[config.mk]
export PLATFORM = sky130hd
export DESIGN_NAME = sm3_cmprss_core_wrapper_flat
export DESIGN_NICKNAME = d
export VERILOG_FILES = /design/src/rtl/sm3_cmprss_core_wrapper_if.sv /design/src/rtl/sm3_cmprss_core_wrapper.sv /design/src/flat_wrapper.sv
export SDC_FILE = /design/constraint.sdc
export NUM_CORES = 2
export LEC_CHECK = 0
export CORE_ASPECT_RATIO = 1.25
export CORE_MARGIN = 2
export CORE_UTILIZATION = 46
export DETAILED_ROUTE_END_ITERATION = 7
export PLACE_DENSITY = 0.71
export SKIP_CTS_REPAIR_TIMING = 1
export SLEW_MARGIN = 40
export SYNTH_ARGS = -nofsm -noshare
export SYNTH_HDL_FRONTEND = slang
export SYNTH_SLANG_ARGS = --single-unit
[constraint.sdc]
create_clock -name clk -period 9.89 [get_ports clk]
set_clock_uncertainty 0.15 [all_clocks]
set_input_delay 1.978 -clock clk [delete_from_list [all_inputs] [get_ports clk]]
set_output_delay 1.978 -clock clk [all_outputs]
set_load 0.03 [all_outputs]
[src/rtl/sm3_cmprss_core_wrapper_if.sv]
// rtl/sm3_cmprss_core_wrapper_if.sv - padded-word input stream and digest output bundle for the SM3 compression core
interface sm3_cmprss_core_wrapper_if;
    logic [31:0]  pad_otpt_d;
    logic         pad_otpt_vld;
    logic         pad_otpt_lst;
    logic         pad_otpt_ena;
    logic [255:0] cmprss_otpt_res;
    logic         cmprss_otpt_vld;

    modport master (
        output pad_otpt_d,
        output pad_otpt_vld,
        output pad_otpt_lst,
        input  pad_otpt_ena,
        input  cmprss_otpt_res,
        input  cmprss_otpt_vld
    );

    modport slave (
        input  pad_otpt_d,
        input  pad_otpt_vld,
        input  pad_otpt_lst,
        output pad_otpt_ena,
        output cmprss_otpt_res,
        output cmprss_otpt_vld
    );
endinterface

[src/rtl/sm3_cmprss_core_wrapper.sv]
// rtl/sm3_cmprss_core_wrapper.sv - SM3 compression core: 16-word load, 64 rounds with on-the-fly expansion, chaining update
module sm3_cmprss_core_wrapper (
    input  logic                         clk,
    input  logic                         rst_n,
    sm3_cmprss_core_wrapper_if.slave     bus
);
    typedef enum logic [1:0] {S_LOAD, S_RUN, S_UPDT} state_t;

    localparam logic [255:0] IV = 256'h7380166f_4914b2b9_172442d7_da8a0600_a96f30bc_163138aa_e38dee4d_b0fb0e4e;
    localparam logic [31:0]  T_LO = 32'h79cc4519;
    localparam logic [31:0]  T_HI = 32'h7a879d8a;

    function automatic logic [31:0] rotl(input logic [31:0] x, input logic [4:0] n);
        return (x << n) | (x >> (6'd32 - {1'b0, n}));
    endfunction

    function automatic logic [31:0] p0(input logic [31:0] x);
        return x ^ rotl(x, 5'd9) ^ rotl(x, 5'd17);
    endfunction

    function automatic logic [31:0] p1(input logic [31:0] x);
        return x ^ rotl(x, 5'd15) ^ rotl(x, 5'd23);
    endfunction

    state_t        r_state;
    logic [3:0]    r_cnt;
    logic [5:0]    r_rnd;
    logic          r_lst;
    logic [255:0]  r_v;
    logic [31:0]   r_a, r_b, r_c, r_d, r_e, r_f, r_g, r_h;
    logic [31:0]   r_w [16];
    logic [255:0]  r_dig;
    logic          r_pend;
    logic [255:0]  r_res;
    logic          r_res_vld;
    logic          r_ena;

    logic          w_acc;
    logic          w_early;
    logic [31:0]   w_a12;
    logic [31:0]   w_tj;
    logic [31:0]   w_ss1;
    logic [31:0]   w_ss2;
    logic [31:0]   w_ff;
    logic [31:0]   w_gg;
    logic [31:0]   w_tt1;
    logic [31:0]   w_tt2;
    logic [31:0]   w_wnew;
    logic [255:0]  w_vnew;

    assign w_acc = bus.pad_otpt_vld & r_ena;

    // r_w[0] always holds Wj for the current round; r_w[4] is Wj+4.
    always_comb begin
        w_early = (r_rnd < 6'd16);
        w_a12   = rotl(r_a, 5'd12);
        w_tj    = w_early ? T_LO : T_HI;
        w_ss1   = rotl(w_a12 + r_e + rotl(w_tj, r_rnd[4:0]), 5'd7);
        w_ss2   = w_ss1 ^ w_a12;
        w_ff    = w_early ? (r_a ^ r_b ^ r_c) : ((r_a & r_b) | (r_a & r_c) | (r_b & r_c));
        w_gg    = w_early ? (r_e ^ r_f ^ r_g) : ((r_e & r_f) | (~r_e & r_g));
        w_tt1   = w_ff + r_d + w_ss2 + (r_w[0] ^ r_w[4]);
        w_tt2   = w_gg + r_h + w_ss1 + r_w[0];
        w_wnew  = p1(r_w[0] ^ r_w[7] ^ rotl(r_w[13], 5'd15)) ^ rotl(r_w[3], 5'd7) ^ r_w[10];
        w_vnew  = r_v ^ {r_a, r_b, r_c, r_d, r_e, r_f, r_g, r_h};
    end

    always_ff @(posedge clk) begin
        if (!rst_n) begin
            r_state   <= S_LOAD;
            r_cnt     <= '0;
            r_rnd     <= '0;
            r_lst     <= 1'b0;
            r_v       <= IV;
            r_a       <= '0;
            r_b       <= '0;
            r_c       <= '0;
            r_d       <= '0;
            r_e       <= '0;
            r_f       <= '0;
            r_g       <= '0;
            r_h       <= '0;
            for (int i = 0; i < 16; i++) r_w[i] <= '0;
            r_dig     <= '0;
            r_pend    <= 1'b0;
            r_res     <= '0;
            r_res_vld <= 1'b0;
            r_ena     <= 1'b1;
        end else begin
            // Digest is staged one cycle after UPDT so V can already return to IV.
            r_res_vld <= r_pend;
            if (r_pend) r_res <= r_dig;
            r_pend <= 1'b0;

            case (r_state)
                S_LOAD: begin
                    if (w_acc) begin
                        for (int i = 0; i < 15; i++) r_w[i] <= r_w[i + 1];
                        r_w[15] <= bus.pad_otpt_d;
                        r_cnt   <= r_cnt + 4'd1;
                        if (r_cnt == 4'd15) begin
                            r_state <= S_RUN;
                            r_lst   <= bus.pad_otpt_lst;
                            r_rnd   <= '0;
                            r_ena   <= 1'b0;
                            {r_a, r_b, r_c, r_d, r_e, r_f, r_g, r_h} <= r_v;
                        end
                    end
                end
                S_RUN: begin
                    for (int i = 0; i < 15; i++) r_w[i] <= r_w[i + 1];
                    r_w[15] <= w_wnew;
                    r_d     <= r_c;
                    r_c     <= rotl(r_b, 5'd9);
                    r_b     <= r_a;
                    r_a     <= w_tt1;
                    r_h     <= r_g;
                    r_g     <= rotl(r_f, 5'd19);
                    r_f     <= r_e;
                    r_e     <= p0(w_tt2);
                    r_rnd   <= r_rnd + 6'd1;
                    if (r_rnd == 6'd63) r_state <= S_UPDT;
                end
                S_UPDT: begin
                    if (r_lst) begin
                        r_dig  <= w_vnew;
                        r_pend <= 1'b1;
                        r_v    <= IV;
                    end else begin
                        r_v    <= w_vnew;
                    end
                    r_state <= S_LOAD;
                    r_ena   <= 1'b1;
                end
                default: begin
                    r_state <= S_LOAD;
                    r_ena   <= 1'b1;
                end
            endcase
        end
    end

    assign bus.pad_otpt_ena    = r_ena;
    assign bus.cmprss_otpt_res = r_res;
    assign bus.cmprss_otpt_vld = r_res_vld;
endmodule

[src/flat_wrapper.sv]
// flat-port wrapper written by rule: the top's interface ports become plain ports
module sm3_cmprss_core_wrapper_flat 
  (clk, rst_n, bus_pad_otpt_d, bus_pad_otpt_vld, bus_pad_otpt_lst, bus_pad_otpt_ena, bus_cmprss_otpt_res, bus_cmprss_otpt_vld);
  sm3_cmprss_core_wrapper_if bus_i ();
  input  logic clk;
  input  logic rst_n;
  input wire logic [$bits(bus_i.pad_otpt_d)-1:0] bus_pad_otpt_d;
  input wire logic [$bits(bus_i.pad_otpt_vld)-1:0] bus_pad_otpt_vld;
  input wire logic [$bits(bus_i.pad_otpt_lst)-1:0] bus_pad_otpt_lst;
  output wire logic [$bits(bus_i.pad_otpt_ena)-1:0] bus_pad_otpt_ena;
  output wire logic [$bits(bus_i.cmprss_otpt_res)-1:0] bus_cmprss_otpt_res;
  output wire logic [$bits(bus_i.cmprss_otpt_vld)-1:0] bus_cmprss_otpt_vld;
  assign bus_i.pad_otpt_d = bus_pad_otpt_d;
  assign bus_i.pad_otpt_vld = bus_pad_otpt_vld;
  assign bus_i.pad_otpt_lst = bus_pad_otpt_lst;
  assign bus_pad_otpt_ena = bus_i.pad_otpt_ena;
  assign bus_cmprss_otpt_res = bus_i.cmprss_otpt_res;
  assign bus_cmprss_otpt_vld = bus_i.cmprss_otpt_vld;
  sm3_cmprss_core_wrapper u_core (.clk(clk), .rst_n(rst_n), .bus(bus_i));
endmodule
Word level (Yosys, flattened, before mapping). Memories as Yosys holds them, arrays and structs flattened. Cells that the tools add are included. Widths: inputs -> output; s select.

Register bits: 1040. Bits in writable memories: 512. Input bits: 36. Output and inout bits: 258. Logic and storage cells: 197. Memories kept: 1.

Memories: u_core.r_w (words 16, width 32, rd ports 16, clocked after Yosys merged registers in 0, wr ports 16, line sm3_cmprss_core_wrapper.sv:31) `logic [31:0] r_w [16];`.

Add/sub/neg operators: 11. Magnitude comparators: 1. Equality and inequality tests: 7. Shift-type cells: 2. Muxes and demuxes: 79. Bitwise logic cells: 69. Reductions and logical operators: 9.

Operators with widths (number): $mux 32 (50); $pmux 32 s2 (8); $xor 32x32->32 (14); $add 32x32->32 (8); $mux 256 (1); $xor 256x256->256 (1); $and 32x32->32 (5); $or 32x32->32 (4); $or 32x15->32 (2); $or 32x7->32 (2); $or 32x9->32 (2); $not 32->32 (1); $or 1x1->1 (32); $or 32x12->32 (1); $or 32x17->32 (1); $or 32x19->32 (1); $or 32x23->32 (1); $shl 32x5->32 (1); $shr 32x6->32 (1); $mux 26 (1); $mux 6 (2); $pmux 6 s2 (1); $reduce_and 3->1 (4); $mux 1 (11); 17 further kinds (23).

Longest topological paths before layout.
Depth in word-level cells: 12. Depth in mapped cells: 44. Mapped depth without buffers: 40.

Least setup slack after synthesis. OpenSTA, ideal clock, no wires.

Kind: register -> register. Start point: reg u_core.r_rnd[4]. End point: reg u_core.r_e[8]. Setup time: 0.103 ns. Arrival: 9.103 ns. Required time: 9.637 ns. Slack: 0.533 ns. Cell stages (with the launch flop): 41. Buffers on the path: 6. Clock period less this slack: 9.357 ns. Cell sequence: dfxtp_1 -> clkbuf_1 -> nor2_1 -> inv_2 -> buf_1 -> clkbuf_1 -> clkbuf_1 -> ha_1 -> clkbuf_1 -> o21ai_0 -> o21ai_0 -> nor2_1 -> a21oi_1 -> a22oi_1 -> fa_1 -> inv_1 -> ha_1 -> a211oi_1 -> [... 5 more ...] -> o221ai_1 -> a21oi_1 -> xnor2_1 -> fa_1 -> fa_1 -> inv_1 -> ha_1 -> or2_2 -> o221ai_1 -> a21oi_1 -> nand2_1 -> a31oi_1 -> or4b_1 -> and3_1 -> buf_2 -> xnor2_1 -> and3_1 -> a2111oi_2.

Longest elaborated chain between the ends: 12. Elaborated cells between the ends (all ways): 17. Classes of those cells: add/sub: 5; order compare: 1; shift: 2; mux: 3; bitwise: 6.

RTL lines: start, declared (line sm3_cmprss_core_wrapper.sv:27) `logic [5:0] r_rnd;`; start signal, assigned (line sm3_cmprss_core_wrapper.sv:121) `r_rnd <= r_rnd + 6'd1;`; $lt 6x5->1 (line sm3_cmprss_core_wrapper.sv:55) `w_early = (r_rnd < 6'd16);`; $mux 26 (line sm3_cmprss_core_wrapper.sv:57) `w_tj = w_early ? T_LO : T_HI;`; $shr 32x6->32 or $shl 32x5->32 (tied branches) (line sm3_cmprss_core_wrapper.sv:14) `return (x << n) | (x >> (6'd32 - {1'b0, n}));`; $or 32x32->32 (line sm3_cmprss_core_wrapper.sv:14); $add 32x32->32 (line sm3_cmprss_core_wrapper.sv:58) `w_ss1 = rotl(w_a12 + r_e + rotl(w_tj, r_rnd[4:0]), 5'd7);`; $or 32x7->32 (line sm3_cmprss_core_wrapper.sv:14); $add 32x32->32 * (2 in a row) (line sm3_cmprss_core_wrapper.sv:63) `w_tt2 = w_gg + r_h + w_ss1 + r_w[0];`; $or 32x9->32 (line sm3_cmprss_core_wrapper.sv:14); $xor 32x32->32 (line sm3_cmprss_core_wrapper.sv:18) `return x ^ rotl(x, 5'd9) ^ rotl(x, 5'd17);`; $xor 32x32->32 * (line sm3_cmprss_core_wrapper.sv:18); $pmux 32 s2 * (line sm3_cmprss_core_wrapper.sv:95) `case (r_state)`; end signal, assigned (line sm3_cmprss_core_wrapper.sv:106) `{r_a, r_b, r_c, r_d, r_e, r_f, r_g, r_h} <= r_v;`; end signal, assigned (line sm3_cmprss_core_wrapper.sv:120) `r_e <= p0(w_tt2);`; end, declared (line sm3_cmprss_core_wrapper.sv:30) `logic [31:0] r_a, r_b, r_c, r_d, r_e, r_f, r_g, r_h;`.

Every way passes the cells marked *; elsewhere a longest branch is shown, timed or not. A chain may end at the register's enable or synchronous reset.

Final worst setup path.
Start point: reg u_core.r_rnd[0]. End point: reg u_core.r_e[8].

The elaborated chain is that of the path after synthesis.

==> impl_metrics.env <==
export IMPL_drt_vias_per_instance=5.65
export IMPL_switching_share=0.251
export IMPL_cts_tree="built"
export IMPL_syn_area_um2=76500
export IMPL_ys_warnings_count=0
export IMPL_placed_cell_area_um2=83700
export IMPL_ant_nets=0
export IMPL_ios=294
export IMPL_routed_wl_mm=258
export IMPL_drive_gt1_frac=0.0856
export IMPL_grt_overflow_total=0
export IMPL_gp_congestion=0.992
export IMPL_initial_core_util=0.462
export IMPL_synth_area_leaders="dfxtp_1 (27%), edfxtp_1 (20%), xnor2_1 (6.8%), fa_1 (4.9%), nand2_1 (4.8%)"
export IMPL_core_area_um2=165000
export IMPL_grtUsageTotal=0.299
export IMPL_drt_iter0_markers=6102
export IMPL_p_leak_nw=33.8
export IMPL_cts_root_buf="clkbuf_16"
export IMPL_crit_arrival_ps=9930
export IMPL_cts_max_level=4
export IMPL_endpoint_kind="flop"
export IMPL_total_power_mw=14.3
export IMPL_seqPwrFrac=0.486
export IMPL_required_ps=10480
export IMPL_finalSetupViolCount=0
export IMPL_syn_num_nets=8404
export IMPL_antenna_found_initial=9
export IMPL_p_clk_frac=0.420
export IMPL_die_w_um=369
export IMPL_power_density_nw_per_um2=161
export IMPL_max_cap_violations=0
export IMPL_rows=167
export IMPL_syn_inst=8079
export IMPL_areaGrowthSynthToFinish_pct=16.3
export IMPL_status="finished, final reports clean"
export IMPL_combPwrFrac=0.095
export IMPL_max_clock_path_buffers=3
export IMPL_synth_edff_count=512
export IMPL_final_nets=8734
export IMPL_ys_ff_latch=1552
export IMPL_synthFlopType="dfxtp_1"
export IMPL_fmax_mhz=107
export IMPL_tns_ps=0
export IMPL_synthTopCellsByCount="dfxtp_1 (1040), nand2_1 (970), nor2_1 (787)"
export IMPL_final_cell_area_um2=89000
export IMPL_dp_cells=10400
export IMPL_yosys_area_top_type="dfxtp_1"
export IMPL_cp_slowest_cell="fa_1"
export IMPL_nFillCells=14800
export IMPL_cts_buffers=154
export IMPL_clkTransAtPathRegs_ps=60
export IMPL_yosys_area_top_type_share=0.272
export IMPL_clkLatencyLatePin_ps=850
export IMPL_postSynthAreaPerCell_um2=9.47
export IMPL_min_period_ps=9330
export IMPL_place_hpwl_mm=187
export IMPL_portBuffers=293
export IMPL_via_count=60600
export IMPL_ys_seq_area_frac=0.473
export IMPL_hold_class="reg -> reg"
export IMPL_chipHeight_um=460
export IMPL_relSlewSlack=0.326
export IMPL_cts_sinks=1552
export IMPL_p_sw_mw=3.59
export IMPL_worst_ir_drop_vdd_mv=0.176
export IMPL_grt_pass1_vias=57000
export IMPL_finalNonFillerCells=10700
export IMPL_synth_cell_types=86
export IMPL_grt_max_degree=189
export IMPL_multi_input_area_um2=37300
export IMPL_synth_most_common_cell="dfxtp_1"
export IMPL_dr_pass1_iters=6
export IMPL_worst_slew_pin_slew_ps=1010
export IMPL_seqCellArea_um2=36200
export IMPL_maxSlewViolCount=0
export IMPL_cp_start_kind="flop"
export IMPL_fin_crit_sh=0.944
export IMPL_p_int_mw=10.7
export IMPL_worstSetupPathType="reg -> reg"
export IMPL_grt_pass1_wl_mm=377
export IMPL_worst_path_max_fanout=12
export IMPL_die_area_um2=170000
export IMPL_slowest_delay_ps=500
export IMPL_final_hold_violation_count=0
export IMPL_drc=0
export IMPL_postSynth_asyncResetShare=0
export IMPL_avgRoutedWirePerCell_um=24.0
[kinds of logic after synthesis]
| family | after synthesis | share of synthesized area |
|---|---|---|
| muxes | 336 | 0.0443 |
| xor gates and xnor gates | 701 | 0.0805 |
| buffers and inverters | 836 | 0.0416 |
| DFF | 1552 | 0.473 |
| AOI/OAI and AO/OA | 1631 | 0.128 |
| adders and majority gates | 292 | 0.0661 |
| and+or+nand+nor | 2731 | 0.167 |
[sequential cells by signal (all words and copies together) (netlist names)]
signal,count
u_core.r_lst,1
u_core.r_a,32
u_core.r_g,32
u_core.r_e,32
u_core.r_f,32
u_core.r_w,512
u_core.bus.cmprss_otpt_vld,1
u_core.r_dig,256
u_core.r_d,32
u_core.r_cnt,4
u_core.r_c,32
u_core.r_state,2
u_core.r_pend,1
u_core.r_b,32
u_core.bus.pad_otpt_ena,1
u_core.r_rnd,6
u_core.bus.cmprss_otpt_res,256
u_core.r_h,32
u_core.r_v,256
[worst max-delay path: cells and delay by family (launching register included)]
| family | cells | cell delay [ps] |
|---|---|---|
| buffers and inverters | 8 | 900 |
| AOI/OAI and AO/OA | 14 | 3300 |
| DFF | 1 | 380 |
| adders and majority gates | 6 | 2510 |
| xor gates and xnor gates | 2 | 420 |
| and+or+nand+nor | 8 | 1580 |
[power by group through the flow]
stage | registers (mW) | logic [mW] | clock network (mW)
final | 6.94 | 1.36 | 6.00
after global placement | 7.07 | 1.32 | 0
after global routing | 6.96 | 1.46 | 6.33
after CTS | 6.94 | 1.35 | 6.09
after detailed placement | 7.08 | 1.33 | 0
after floorplan | 7.05 | 0.867 | 0
[placed cells by master (no fill, tap or decap), types with 33 or more instances in the layout]
cell type / n
a21o_1: 39
a21oi_1: 582
a311oi_1: 190
a31oi_1: 40
and2_1: 484
and3_1: 132
buf_4: 388
clkbuf_16: 156
clkdlybuf4s50_1: 292
dfxtp_1: 1037
edfxtp_1: 512
fa_1: 188
ha_1: 101
inv_1: 290
mux2i_1: 330
nand2_1: 967
nand2b_1: 108
nand3b_1: 99
nor2_1: 783
nor3_1: 33
o211ai_1: 69
o21ai_0: 538
or3_1: 49
xnor2_1: 594
xor2_1: 101
[per-layer routing]
| layer | GRT usage | part of all wire |
|---|---|---|
| met5 | 0 | 0.000097 |
| met3 | 0.0493 | 0.072 |
| met1 | 0.396 | 0.42 |
| met2 | 0.476 | 0.46 |
| met4 | 0.138 | 0.051 |
[layout make-up]
cell class | count | area share
inverters | 291 | 0.0124
flip-flops and latches | 1552 | 0.407
diodes | 2 | 0.0000562
repair buffers | 719 | 0.0733
clock buffers | 204 | 0.0481
multi-input cells | 5691 | 0.419
well taps | 2197 | 0.0309
clock inverters | 71 | 0.00931
[through the flow]
stage	setup WS, ps	util	hold slack, ps
floorplan	533	-	275
finish	556	0.538	302
detailed placement	379	0.506	292
CTS	391	0.537	306
global route	-38.5	0.538	321
global placement	522	0.505	285
[worst paths after layout]
check,start,to,slack (ps),cells past startpoint
worst min register to register,u_core.r_dig[58]$_SDFFE_PN0P_,u_core.r_dig[58]$_SDFFE_PN0P_,300,2
worst max-delay path,u_core.r_rnd[0]$_SDFFE_PN0P_,u_core.r_e[8]$_SDFFE_PN0P_,560,38
worst min-delay path,u_core.r_dig[58]$_SDFFE_PN0P_,u_core.r_dig[58]$_SDFFE_PN0P_,300,2
worst max register to register,u_core.r_rnd[0]$_SDFFE_PN0P_,u_core.r_e[8]$_SDFFE_PN0P_,560,38
Power figures use the tool's default switching activity.
